===== src/rtl/qea_pkg.sv =====
// Shared definitions for the QEA host sequencer: default parameter values,
// FSM state encoding, the fixed-point ONE and a command range helper.
package qea_pkg;

  localparam int DEF_PE_NUM                  = 4;
  localparam int DEF_DATA_WIDTH              = 32;
  localparam int DEF_STATE_DATA_WIDTH        = 64;
  localparam int DEF_STATE_ADDR_WIDTH        = 16;
  localparam int DEF_GATE_CONTEXT_DATA_WIDTH = 64;
  localparam int DEF_GATE_CONTEXT_ADDR_WIDTH = 16;
  localparam int DEF_MAX_QBIT_WIDTH          = 6;
  localparam int DEF_NUM_FRAC_BIT            = 30;

  // 1.0 in the engine's fixed-point format (0x40000000)
  localparam logic [DEF_DATA_WIDTH-1:0] ONE = 32'd1 << DEF_NUM_FRAC_BIT;

  typedef enum logic [2:0] {
    ST_IDLE       = 3'd0,
    ST_LOAD_CTX   = 3'd1,
    ST_LOAD_STATE = 3'd2,
    ST_START      = 3'd3,
    ST_WAIT       = 3'd4,
    ST_READ       = 3'd5,
    ST_DONE       = 3'd6
  } qea_state_e;

  // A run needs at least one state word and at most 2^STATE_ADDR_WIDTH words
  function automatic logic qbit_num_ok(input logic [DEF_MAX_QBIT_WIDTH-1:0] qbit);
    return (qbit >= 6'd2) && (qbit <= 6'(DEF_STATE_ADDR_WIDTH + 2));
  endfunction

endpackage


===== src/rtl/qea_host_seq_if.sv =====
// Valid/ready stream carrying one full state word per beat.
interface qea_host_seq_if #(
  parameter int W = 256
) ();
  logic         valid;
  logic         ready;
  logic [W-1:0] data;

  modport master (output valid, output data, input ready);
  modport slave  (input valid, input data, output ready);
endinterface


===== src/rtl/qea_res_fifo.sv =====
// Two-entry result buffer. The head entry drives the stream directly so
// data and valid are register outputs and hold still while stalled.
module qea_res_fifo #(
  parameter int W = 256
) (
  input  logic          clk,
  input  logic          rst_n,
  input  logic          push,
  input  logic [W-1:0]  push_data,
  output logic [1:0]    count,
  qea_host_seq_if.master res
);

  logic         head_v_r;
  logic         tail_v_r;
  logic [W-1:0] head_d_r;
  logic [W-1:0] tail_d_r;
  logic         pop_s;
  logic         load_s;

  assign pop_s  = head_v_r & res.ready;
  assign load_s = ~head_v_r | pop_s;

  // Head refills from tail (or directly from push); tail only catches a push while head is held
  always_ff @(posedge clk or negedge rst_n) begin
    if (!rst_n) begin
      head_v_r <= 1'b0;
      tail_v_r <= 1'b0;
      head_d_r <= '0;
      tail_d_r <= '0;
    end else if (load_s) begin
      if (tail_v_r) begin
        head_v_r <= 1'b1;
        head_d_r <= tail_d_r;
        tail_v_r <= push;
        if (push) tail_d_r <= push_data;
      end else begin
        head_v_r <= push;
        if (push) head_d_r <= push_data;
      end
    end else if (push) begin
      tail_v_r <= 1'b1;
      tail_d_r <= push_data;
    end
  end

  assign count     = {1'b0, head_v_r} + {1'b0, tail_v_r};
  assign res.valid = head_v_r;
  assign res.data  = head_d_r;

endmodule


===== src/rtl/qea_host_seq.sv =====
// Host-side sequencer for the QEA engine: loads gate contexts and the |0>
// initial state, starts the engine, times it, and streams the final state out.
module qea_host_seq import qea_pkg::*; #(
  parameter int PE_NUM                  = DEF_PE_NUM,
  parameter int DATA_WIDTH              = DEF_DATA_WIDTH,
  parameter int STATE_DATA_WIDTH        = DEF_STATE_DATA_WIDTH,
  parameter int STATE_ADDR_WIDTH        = DEF_STATE_ADDR_WIDTH,
  parameter int GATE_CONTEXT_DATA_WIDTH = DEF_GATE_CONTEXT_DATA_WIDTH,
  parameter int GATE_CONTEXT_ADDR_WIDTH = DEF_GATE_CONTEXT_ADDR_WIDTH,
  parameter int MAX_QBIT_WIDTH          = DEF_MAX_QBIT_WIDTH,
  parameter int NUM_FRAC_BIT            = DEF_NUM_FRAC_BIT
) (
  input  logic                                 clk,
  input  logic                                 rst_n,
  input  logic                                 i_cmd_valid,
  output logic                                 o_cmd_ready,
  input  logic [MAX_QBIT_WIDTH-1:0]            i_cmd_qbit_num,
  input  logic [GATE_CONTEXT_ADDR_WIDTH-1:0]   i_cmd_ins_num,
  input  logic                                 i_ctx_s_valid,
  output logic                                 o_ctx_s_ready,
  input  logic [GATE_CONTEXT_DATA_WIDTH-1:0]   i_ctx_s_data,
  output logic                                 o_qea_start,
  output logic [MAX_QBIT_WIDTH-1:0]            o_qea_qbit_num,
  output logic                                 o_qea_ctx_en,
  output logic                                 o_qea_ctx_wea,
  output logic [GATE_CONTEXT_ADDR_WIDTH-1:0]   o_qea_ctx_addr,
  output logic [GATE_CONTEXT_DATA_WIDTH-1:0]   o_qea_ctx_data,
  output logic                                 o_qea_state_ena,
  output logic                                 o_qea_state_wea,
  output logic [STATE_ADDR_WIDTH-1:0]          o_qea_state_addra,
  output logic [PE_NUM*STATE_DATA_WIDTH-1:0]   o_qea_state_dina,
  input  logic                                 i_qea_complete,
  input  logic [PE_NUM*STATE_DATA_WIDTH-1:0]   i_qea_state_dout,
  output logic                                 o_res_valid,
  input  logic                                 i_res_ready,
  output logic [PE_NUM*STATE_DATA_WIDTH-1:0]   o_res_data,
  output logic [31:0]                          o_exec_cycles,
  output logic                                 o_busy,
  output logic                                 o_done,
  output logic                                 o_cmd_err
);

  localparam int SW = PE_NUM * STATE_DATA_WIDTH;
  localparam int NW = STATE_ADDR_WIDTH + 1;
  // Amplitude 1.0 on the real part of the top lane of word 0
  localparam logic [SW-1:0] ONE_WORD = {DATA_WIDTH'(ONE), {(SW-DATA_WIDTH){1'b0}}};

  qea_state_e state_r, state_s;

  logic                               cmd_ready_r, ctx_ready_r, start_r, busy_r, done_r, err_r;
  logic [MAX_QBIT_WIDTH-1:0]          qbit_r;
  logic [GATE_CONTEXT_ADDR_WIDTH-1:0] ins_r, ctx_cnt_r, ctx_addr_r;
  logic [GATE_CONTEXT_DATA_WIDTH-1:0] ctx_data_r;
  logic                               ctx_en_r;
  logic [NW-1:0]                      n_r, wr_cnt_r, rd_cnt_r, res_cnt_r;
  logic                               st_ena_r, st_wea_r;
  logic [STATE_ADDR_WIDTH-1:0]        st_addr_r;
  logic [SW-1:0]                      st_din_r;
  logic [31:0]                        exec_r;
  logic                               wait_arm_r, rd_v1_r, rd_v2_r;

  logic       cmd_acc_s, cmd_ok_s, ctx_acc_s, res_acc_s, st_wr_s, rd_issue_s;
  logic [1:0] fifo_cnt_s;
  logic [2:0] occ_s;

  qea_host_seq_if #(.W(SW)) res_if ();

  assign cmd_acc_s  = i_cmd_valid & cmd_ready_r;
  assign cmd_ok_s   = qbit_num_ok(i_cmd_qbit_num);
  assign ctx_acc_s  = i_ctx_s_valid & ctx_ready_r;
  assign res_acc_s  = res_if.valid & res_if.ready;
  assign st_wr_s    = (state_r == ST_LOAD_STATE);
  // Buffered words plus reads still in the RAM pipeline never exceed two
  assign occ_s      = 3'(fifo_cnt_s) + 3'(rd_v1_r) + 3'(rd_v2_r);
  assign rd_issue_s = (state_r == ST_READ) && (rd_cnt_r != n_r) && (occ_s < 3'd2);

  // Next-state decode
  always_comb begin
    state_s = state_r;
    case (state_r)
      ST_IDLE: begin
        if (cmd_acc_s && cmd_ok_s) begin
          if (i_cmd_ins_num == '0) state_s = ST_LOAD_STATE;
          else                     state_s = ST_LOAD_CTX;
        end else begin
          state_s = ST_IDLE;
        end
      end
      ST_LOAD_CTX: begin
        if (ctx_acc_s && (ctx_cnt_r == ins_r - 16'd1)) state_s = ST_LOAD_STATE;
        else                                           state_s = ST_LOAD_CTX;
      end
      ST_LOAD_STATE: begin
        if (wr_cnt_r == n_r - NW'(1)) state_s = ST_START;
        else                          state_s = ST_LOAD_STATE;
      end
      ST_START: state_s = ST_WAIT;
      ST_WAIT: begin
        if (wait_arm_r && i_qea_complete) state_s = ST_READ;
        else                              state_s = ST_WAIT;
      end
      ST_READ: begin
        if (res_acc_s && (res_cnt_r == n_r - NW'(1))) state_s = ST_DONE;
        else                                          state_s = ST_READ;
      end
      ST_DONE: state_s = ST_IDLE;
      default: state_s = ST_IDLE;
    endcase
  end

  // State register and state-aligned handshake/status outputs
  always_ff @(posedge clk or negedge rst_n) begin
    if (!rst_n) begin
      state_r     <= ST_IDLE;
      cmd_ready_r <= 1'b0;
      ctx_ready_r <= 1'b0;
      busy_r      <= 1'b0;
      start_r     <= 1'b0;
      done_r      <= 1'b0;
      err_r       <= 1'b0;
      wait_arm_r  <= 1'b0;
    end else begin
      state_r     <= state_s;
      cmd_ready_r <= (state_s == ST_IDLE);
      ctx_ready_r <= (state_s == ST_LOAD_CTX);
      busy_r      <= (state_s != ST_IDLE);
      start_r     <= (state_s == ST_START);
      done_r      <= (state_s == ST_DONE);
      err_r       <= cmd_acc_s & ~cmd_ok_s;
      wait_arm_r  <= (state_r == ST_WAIT);
    end
  end

  // Command latch and per-run counters
  always_ff @(posedge clk or negedge rst_n) begin
    if (!rst_n) begin
      qbit_r    <= '0;
      ins_r     <= '0;
      n_r       <= '0;
      ctx_cnt_r <= '0;
      wr_cnt_r  <= '0;
      rd_cnt_r  <= '0;
      res_cnt_r <= '0;
      exec_r    <= 32'd0;
    end else begin
      if (cmd_acc_s && cmd_ok_s) begin
        qbit_r    <= i_cmd_qbit_num;
        ins_r     <= i_cmd_ins_num;
        n_r       <= NW'(1) << (i_cmd_qbit_num - MAX_QBIT_WIDTH'(2));
        ctx_cnt_r <= '0;
        wr_cnt_r  <= '0;
        rd_cnt_r  <= '0;
        res_cnt_r <= '0;
      end else begin
        if (ctx_acc_s)  ctx_cnt_r <= ctx_cnt_r + 16'd1;
        if (st_wr_s)    wr_cnt_r  <= wr_cnt_r + NW'(1);
        if (rd_issue_s) rd_cnt_r  <= rd_cnt_r + NW'(1);
        if (res_acc_s)  res_cnt_r <= res_cnt_r + NW'(1);
      end
      // Counts WAIT cycles; the cycle that samples completion leaves it frozen
      if (state_s == ST_START)                             exec_r <= 32'd0;
      else if (state_r == ST_WAIT && state_s == ST_WAIT)   exec_r <= exec_r + 32'd1;
    end
  end

  // Context RAM write port, one registered write per accepted beat
  always_ff @(posedge clk or negedge rst_n) begin
    if (!rst_n) begin
      ctx_en_r   <= 1'b0;
      ctx_addr_r <= '0;
      ctx_data_r <= '0;
    end else begin
      ctx_en_r <= ctx_acc_s;
      if (ctx_acc_s) begin
        ctx_addr_r <= ctx_cnt_r;
        ctx_data_r <= i_ctx_s_data;
      end
    end
  end

  // State RAM port: initial-state writes, then result reads and their latency pipe
  always_ff @(posedge clk or negedge rst_n) begin
    if (!rst_n) begin
      st_ena_r  <= 1'b0;
      st_wea_r  <= 1'b0;
      st_addr_r <= '0;
      st_din_r  <= '0;
      rd_v1_r   <= 1'b0;
      rd_v2_r   <= 1'b0;
    end else begin
      st_ena_r <= st_wr_s | rd_issue_s;
      st_wea_r <= st_wr_s;
      st_din_r <= (st_wr_s && wr_cnt_r == '0) ? ONE_WORD : '0;
      if (st_wr_s)         st_addr_r <= wr_cnt_r[STATE_ADDR_WIDTH-1:0];
      else if (rd_issue_s) st_addr_r <= rd_cnt_r[STATE_ADDR_WIDTH-1:0];
      rd_v1_r <= rd_issue_s;
      rd_v2_r <= rd_v1_r;
    end
  end

  qea_res_fifo #(.W(SW)) u_res_fifo (
    .clk       (clk),
    .rst_n     (rst_n),
    .push      (rd_v2_r),
    .push_data (i_qea_state_dout),
    .count     (fifo_cnt_s),
    .res       (res_if.master)
  );

  assign res_if.ready      = i_res_ready;
  assign o_res_valid       = res_if.valid;
  assign o_res_data        = res_if.data;
  assign o_cmd_ready       = cmd_ready_r;
  assign o_ctx_s_ready     = ctx_ready_r;
  assign o_qea_start       = start_r;
  assign o_qea_qbit_num    = qbit_r;
  assign o_qea_ctx_en      = ctx_en_r;
  assign o_qea_ctx_wea     = ctx_en_r;
  assign o_qea_ctx_addr    = ctx_addr_r;
  assign o_qea_ctx_data    = ctx_data_r;
  assign o_qea_state_ena   = st_ena_r;
  assign o_qea_state_wea   = st_wea_r;
  assign o_qea_state_addra = st_addr_r;
  assign o_qea_state_dina  = st_din_r;
  assign o_exec_cycles     = exec_r;
  assign o_busy            = busy_r;
  assign o_done            = done_r;
  assign o_cmd_err         = err_r;

endmodule


===== config.mk =====
export PLATFORM = sky130hd
export DESIGN_NAME = qea_host_seq
export DESIGN_NICKNAME = d
export VERILOG_FILES = /design/src/rtl/qea_pkg.sv /design/src/rtl/qea_host_seq_if.sv /design/src/rtl/qea_res_fifo.sv /design/src/rtl/qea_host_seq.sv
export SDC_FILE = /design/constraint.sdc
export NUM_CORES = 1
export LEC_CHECK = 0
export ABC_CLOCK_PERIOD_IN_PS = 9600
export CORE_AREA = 2 2 393 395
export CTS_CLUSTER_DIAMETER = 100
export DETAILED_ROUTE_END_ITERATION = 16
export DIE_AREA = 0 0 395 397
export GPL_TIMING_DRIVEN = 0
export PLACE_DENSITY = 0.45
export RECOVER_POWER = 50
export SYNTH_ARGS = -nofsm -noshare
export SYNTH_HDL_FRONTEND = slang
export SYNTH_SLANG_ARGS = --single-unit
export TNS_END_PERCENT = 50

===== constraint.sdc =====
create_clock -name clk -period 9.6 [get_ports clk]
set_input_delay 1.44 -clock clk [delete_from_list [all_inputs] [get_ports clk]]
set_output_delay 1.44 -clock clk [all_outputs]
set_load 0.1 [all_outputs]

## Word-level counts from Yosys, hierarchy flattened

Cells that the tools add are included.

- Order comparisons: 3
- Bitwise logic cells: 8
- Equality and inequality tests: 14
- Reduce and logical (&&, ||, !) cells: 23
- Multiplexer cells: 29
- $mul: 0
- Divide/modulo/power cells: 0
- Add/sub/neg operators: 11
- Shifts and indexed selects: 1

Operators by type and width:

| kind | count |
|---|---|
| 256-bit two-way mux | 5 |
| 255-bit two-way mux | 1 |
| 17-bit two-way mux | 6 |
| 16-bit two-way mux | 4 |
| 32-bit two-way mux | 2 |
| 17-bit by 1-bit adder with 17-bit output, second input constant | 3 |
| 17-bit == test | 2 |
| 32-bit by 1-bit adder with 32-bit output, second input constant | 1 |
| 3-bit case mux with 6 select lines | 1 |
| 17-bit zero test | 1 |
| 17-bit inequality test | 1 |
| 1-bit by 6-bit left shift with 17-bit output, first input constant | 1 |
| 17-bit by 1-bit subtractor with 17-bit output, second input constant | 1 |
| 16-bit by 1-bit adder with 16-bit output, second input constant | 1 |
| 16-bit == test | 1 |
| 16-bit zero test | 1 |
| 2-bit nonzero test | 8 |
| 16-bit by 1-bit subtractor with 16-bit output, second input constant | 1 |
| 3-bit == test, second input constant | 4 |
| 3-bit by 2-bit == test with 1-bit output, second input constant | 3 |
| 1-bit logical AND | 9 |
| 3-bit by 1-bit == test with 1-bit output, second input constant | 2 |
| 6-bit by 2-bit >= comparator with 1-bit output, second input constant | 1 |
| 6-bit by 5-bit <= comparator with 1-bit output, second input constant | 1 |
| 15 further kinds | 28 |

- Output and inout port bits: 657
- RAM bits: 0
- Memories kept: 0
- Word-level logic and storage cells: 118
- Bits in read-only memories: 0
- Input bits: 348
- Flip-flop bits (word level): 1018
- Latch bits: 0

## Longest topological paths before layout

- Depth after elaboration: 9
- Depth in mapped cells: 12
- Mapped depth without buffers: 9

## By module

Synthesis repeated with hierarchy kept, for this count alone.

- Cell total of the unflattened synthesis: 3328
- Area, all modules: 36386.1 um^2

By module, submodules not included:

| module | times used | cells an instance | area each (um^2) | seq. area each (um^2) |
|---|---|---|---|---|
| qea_res_fifo | 1 | 1687 | 21989.8 | 12862.3 |
| qea_host_seq | 1 | 1641 | 14396.3 | 6256.0 |

## Least setup slack after synthesis

Ideal clock, no wire load.

- Kind: input-to-reg
- Start point: input i_cmd_qbit_num[3]
- End point: register ctx_cnt_r[0]
- Library setup time: 0.132 ns
- Setup slack: 6.217 ns
- Buffers on the path: 3
- Stages: 7
- Required time: 9.468 ns
- Arrival time: 3.251 ns
- Cell sequence: clkbuf_1 -> nor3_1 -> a21o_1 -> a211oi_1 -> clkbuf_1 -> buf_1 -> nor2_1

- Cells in the longest elaborated chain, start to end: 4
- Elaborated cells on any way between the ends: 6
- Those cells by class: order compare (2); mux (1); reduce/logical (3)

Ends and longest elaborated chain:

| what | RTL line | text |
|---|---|---|
| start, declared | qea_host_seq.sv:17 | `input logic [MAX_QBIT_WIDTH-1:0] i_cmd_qbit_num,` |
| 6-bit by 2-bit >= comparator with 1-bit output / 6-bit by 5-bit <= comparator with 1-bit output (equally long branches) | qea_pkg.sv:29 | `return (qbit >= 6'd2) && (qbit <= 6'(DEF_STATE_ADDR_WIDTH + 2));` |
| 1-bit logical AND * | qea_pkg.sv:29 |  |
| 1-bit logical AND * | qea_host_seq.sv:146 | `if (cmd_acc_s && cmd_ok_s) begin` |
| 16-bit two-way mux / 2-bit nonzero test (equally long branches) | - |  |
| end signal, assigned | qea_host_seq.sv:155 | `if (ctx_acc_s) ctx_cnt_r <= ctx_cnt_r + 16'd1;` |
| end, declared | qea_host_seq.sv:52 | `logic [GATE_CONTEXT_ADDR_WIDTH-1:0] ins_r, ctx_cnt_r, ctx_addr_r;` |

Every way passes the cells marked *; elsewhere a longest branch is shown, timed or not.
A chain may end at the register's enable or synchronous reset.

==> metrics.txt <==
# TYPE chip_impl_metric gauge
chip_impl_info{name="run_status",value="finished with violations"} 1
chip_impl_info{name="violations",value="capacitance limit, slew limit"} 1
chip_impl_metric{name="buffer_levels_on_the_longest_clock_path",unit=""} 3
chip_impl_metric{name="synthCells",unit=""} 3347
chip_impl_metric{name="worst_path_largest_cell_delay",unit="ns"} 3.39
chip_impl_metric{name="cts_num_sinks",unit=""} 764
chip_impl_metric{name="fin_util",unit=""} 0.328
chip_impl_metric{name="max_cap_violations",unit=""} 2
chip_impl_metric{name="synth_mux_area_frac",unit=""} 0.154
chip_impl_metric{name="sequential_area_share_after_synthesis",unit=""} 0.537
chip_impl_metric{name="cts_repair_resize_count",unit=""} 0
chip_impl_metric{name="net-switching-power",unit="mW"} 9.62
chip_impl_metric{name="postCtsHoldBufs",unit=""} 0
chip_impl_info{name="tritoncts",value="built"} 1
chip_impl_metric{name="fin_hold_ws",unit="ns"} 0.387
chip_impl_metric{name="num_vias",unit=""} 27600
chip_impl_metric{name="global_route_wire_length_before_repair",unit="mm"} 200
chip_impl_metric{name="yosysTopAreaCellShare",unit=""} 0.537
chip_impl_metric{name="detailedPlacementHpwl",unit="mm"} 109
chip_impl_metric{name="maxSlewHeadroom",unit=""} -2.31
chip_impl_metric{name="antenna_found_initial",unit=""} 71
chip_impl_metric{name="cts_buffers",unit=""} 98
chip_impl_metric{name="drc",unit=""} 0
chip_impl_metric{name="wirelength",unit="mm"} 142
chip_impl_metric{name="dieHeight",unit="um"} 397
chip_impl_metric{name="grt_max_degree",unit=""} 105
chip_impl_metric{name="ioPinCount",unit=""} 1005
chip_impl_metric{name="synth_compound_gate_area_share",unit=""} 0.0563
chip_impl_metric{name="path_clk_slew",unit="ns"} 0.06
chip_impl_metric{name="setup_violations",unit=""} 0
chip_impl_metric{name="core_rows",unit=""} 144
chip_impl_metric{name="timing.clock.skew",unit="ns"} 0.0379
chip_impl_metric{name="power.share.combinational",unit=""} 0.531
chip_impl_metric{name="pwr_density_cell",unit="nW/um^2"} 359
chip_impl_metric{name="nNetsFinal",unit=""} 4818
chip_impl_info{name="setup_repair_after_global_routing_missed_its_margin",value="no"} 1
chip_impl_metric{name="netlist_area",unit="um^2"} 35600
chip_impl_info{name="worstHoldStart",value="rd_v1_r"} 1
chip_impl_metric{name="timing.fmax",unit="MHz"} 176
chip_impl_info{name="cp-startpoint",value="rst_n"} 1
chip_impl_metric{name="start_util",unit=""} 0.233
chip_impl_metric{name="detail_route.vias_per_cell",unit=""} 4.18
chip_impl_metric{name="dpl_cell_area",unit="um^2"} 46900
chip_impl_metric{name="synth_fa_ha_area_frac",unit=""} 0.00408
chip_impl_metric{name="finalInstanceArea",unit="um^2"} 50200
chip_impl_metric{name="async_flop_share",unit=""} 1.00
chip_impl_metric{name="final_critical_period",unit="ns"} 5.67
chip_impl_metric{name="timing.final.hold_violations",unit=""} 0
chip_impl_metric{name="fp.dieW",unit="um"} 395
chip_impl_metric{name="synth_xor_area_frac",unit=""} 0.0432
chip_impl_metric{name="vdd_drop_max",unit="mV"} 0.209
chip_impl_metric{name="globalplace.congestion",unit=""} 0.843
chip_impl_metric{name="global_route.usage.total",unit=""} 0.175
chip_impl_metric{name="synth-seq-cells",unit=""} 764
chip_impl_metric{name="pwr-share-clk",unit=""} 0.211
chip_impl_info{name="synth_area_leaders",value="sky130_fd_sc_hd__dfrtp_1 (54%), sky130_fd_sc_hd__mux2_2 (8.1%), sky130_fd_sc_hd__mux2i_1 (7.3%), sky130_fd_sc_hd__buf_4 (5.4%), sky130_fd_sc_hd__nand2_1 (4.3%)"} 1
chip_impl_metric{name="overall_overflow_remaining_after_global_route",unit=""} 0
chip_impl_metric{name="swShare",unit=""} 0.534
chip_impl_info{name="synth_top_family_by_area",value="multiplexers"} 1
chip_impl_metric{name="final.fill_count",unit=""} 15800
chip_impl_metric{name="fp.coreArea",unit="um^2"} 153000
chip_impl_info{name="timing.critical_path.mode_cell",value="sky130_fd_sc_hd__buf_16"} 1
chip_impl_metric{name="critical_path_peak_fanout",unit=""} 96
chip_impl_info{name="path_delay_family",value="buffers and inverters"} 1
chip_impl_metric{name="clock_latency_on_the_worst_skew_pair",unit="ns"} 0.71
chip_impl_info{name="criticalPathCategory",value="in -> async"} 1
chip_impl_info{name="root_buffer",value="sky130_fd_sc_hd__clkbuf_16"} 1
chip_impl_metric{name="drt-pass1-iter-count",unit=""} 5
chip_impl_metric{name="worst_ep_required_time",unit="ns"} 10.43
chip_impl_metric{name="final_max_slew_viol_count",unit=""} 87
chip_impl_metric{name="cts-htree-levels",unit=""} 3
chip_impl_metric{name="post-route-period-util",unit=""} 0.591
chip_impl_metric{name="via_count_of_the_first_global_routing_pass",unit=""} 27100
chip_impl_metric{name="post_synth.cell_area_avg",unit="um^2"} 10.6
chip_impl_metric{name="critPathBufInv",unit=""} 5
chip_impl_metric{name="cellInternalPower",unit="mW"} 8.40
chip_impl_info{name="critical_path.endpoint_type",value="async pin"} 1
chip_impl_metric{name="post_drt_wl_per_cell",unit="um"} 21.5
chip_impl_info{name="synth_flop_cell",value="sky130_fd_sc_hd__dfrtp_1"} 1
chip_impl_metric{name="power.static_leakage",unit="nW"} 22.7
chip_impl_metric{name="tns",unit="ns"} 0
chip_impl_metric{name="initialDrtViolationCount",unit=""} 1211
chip_impl_metric{name="worst_ep_arrival_time",unit="ns"} 6.50
chip_impl_metric{name="seq_power_share",unit=""} 0.258
chip_impl_metric{name="synth.distinct_cells",unit=""} 64
chip_impl_metric{name="yosys_warnings",unit=""} 0
chip_impl_metric{name="area_growth_synth_to_finish",unit="%"} 41.0
chip_impl_info{name="cp-start-kind",value="input pin"} 1
chip_impl_info{name="reg2reg_from",value="u_res_fifo.tail_v_r"} 1
chip_impl_metric{name="drive_above_1_share",unit=""} 0.156
chip_impl_metric{name="area_enclosed_by_the_die_boundary",unit="um^2"} 157000
chip_impl_info{name="synth.cells.most_frequent",value="sky130_fd_sc_hd__dfrtp_1 (764), sky130_fd_sc_hd__nand2_1 (412), sky130_fd_sc_hd__nor2_1 (398)"} 1
chip_impl_metric{name="yosys.area_share.simple",unit=""} 0.127
chip_impl_info{name="hold_path.class",value="reg -> reg"} 1
chip_impl_info{name="critical-path-slowest-cell",value="sky130_fd_sc_hd__clkbuf_1"} 1
chip_impl_metric{name="drtAntennaViolNets",unit=""} 0
chip_impl_metric{name="place.port_buffers",unit=""} 746
chip_impl_metric{name="cts_setup_buffers",unit=""} 0
chip_impl_info{name="synth_largest_area_cell",value="sky130_fd_sc_hd__dfrtp_1"} 1
chip_impl_metric{name="timing_worst_slew_pin_value",unit="ns"} 4.97
chip_impl_info{name="post-synth-top-count-cell",value="sky130_fd_sc_hd__dfrtp_1"} 1
chip_impl_info{name="worstPathCellList",value="clkbuf_1 -> buf_16 -> buf_16 -> buf_16 -> buf_16"} 1
chip_impl_metric{name="number_of_flops_mapped_to_enable_cells_by_yosys",unit=""} 0
-- worst paths after layout --
path / end / slack [ns] / cells after the start
hold / removal: rd_v2_r / 0.39 / 0
setup reg to reg: u_res_fifo.tail_d_r[110] / 4.92 / 5
setup / recovery: u_res_fifo.tail_d_r[222] / 3.93 / 5
max in group clk: u_res_fifo.tail_d_r[110] / 4.26 / 6
min in group asynchronous: o_qea_qbit_num[0] / 2.52 / 1
hold reg to reg: rd_v2_r / 0.39 / 0
-- power by group through the flow --
stage                     Sequential [mW]  Combinational [mW]  Clock (mW)
after floorplan                      9.61                2.04           0
after global placement               4.73                9.63           0
after detailed placement             4.70                9.66           0
after CTS                            4.67                9.68        3.94
after global routing                 4.77                9.95        4.07
final                                4.65                9.57        3.80
-- state kept, by name, indices dropped and copies added (netlist names), 17 cells and up --
name                 flops
u_res_fifo.res.data    256
res_cnt_r               17
wr_cnt_r                17
rd_cnt_r                17
o_exec_cycles           32
o_qea_ctx_data          64
u_res_fifo.tail_d_r    256
n_r                     17
-- cell families after synthesis --
group	after synthesis
AOI/OAI and AO/OA	373
and+or+nand+nor	1037
buffers and inverters	481
muxes	514
xor gates and xnor gates	166
other	1
adders and majority gates	11
DFF	764
-- per-layer routing --
metal,global-route usage,part of all wire
met2,0.297,0.49
met1,0.199,0.39
met3,0.0781,0.099
met4,0.0490,0.025
met5,0,0.0040
-- layout by cell type, fill, tap and decap left out, drive strengths merged, types with 10 or more instances in the layout --
cell,n
dfrtp,764
clkdlybuf4s50,742
nand2,412
nor2,398
clkbuf,315
buf,292
a21oi,284
mux2i,258
mux2,256
conb,255
xor2,85
xnor2,75
nand3,38
o21ai,36
nor4,35
inv,34
nand4,27
nor3,25
clkinv,24
a31oi,20
or3,19
and3,19
diode,15
ha,10
-- final cells by class --
class | instances | area, um^2 | area share
clock inverters | 33 | 413 | 0.00823
diodes | 15 | 37.5 | 0.000748
inverters | 31 | 116 | 0.00232
well taps | 2044 | 2560 | 0.0509
plain buffers | 450 | 2690 | 0.0536
repair buffers | 758 | 7720 | 0.154
multi-input cells | 2356 | 14600 | 0.291
clock buffers | 144 | 2920 | 0.0582
flip-flops and latches | 764 | 19100 | 0.381
-- metrics by stage --
step | worst slack (ns) | instances | power, mW
after CTS | 4.61 | 6580 | 18.3
after detailed placement | 3.84 | 6403 | 14.4
after floorplan | 6.22 | 3601 | 11.6
final | 3.93 | 6595 | 18.0
after global placement | -31.49 | 6391 | 14.4
after global routing | 3.00 | 6584 | 18.8
(Power assumes the default switching activity.)
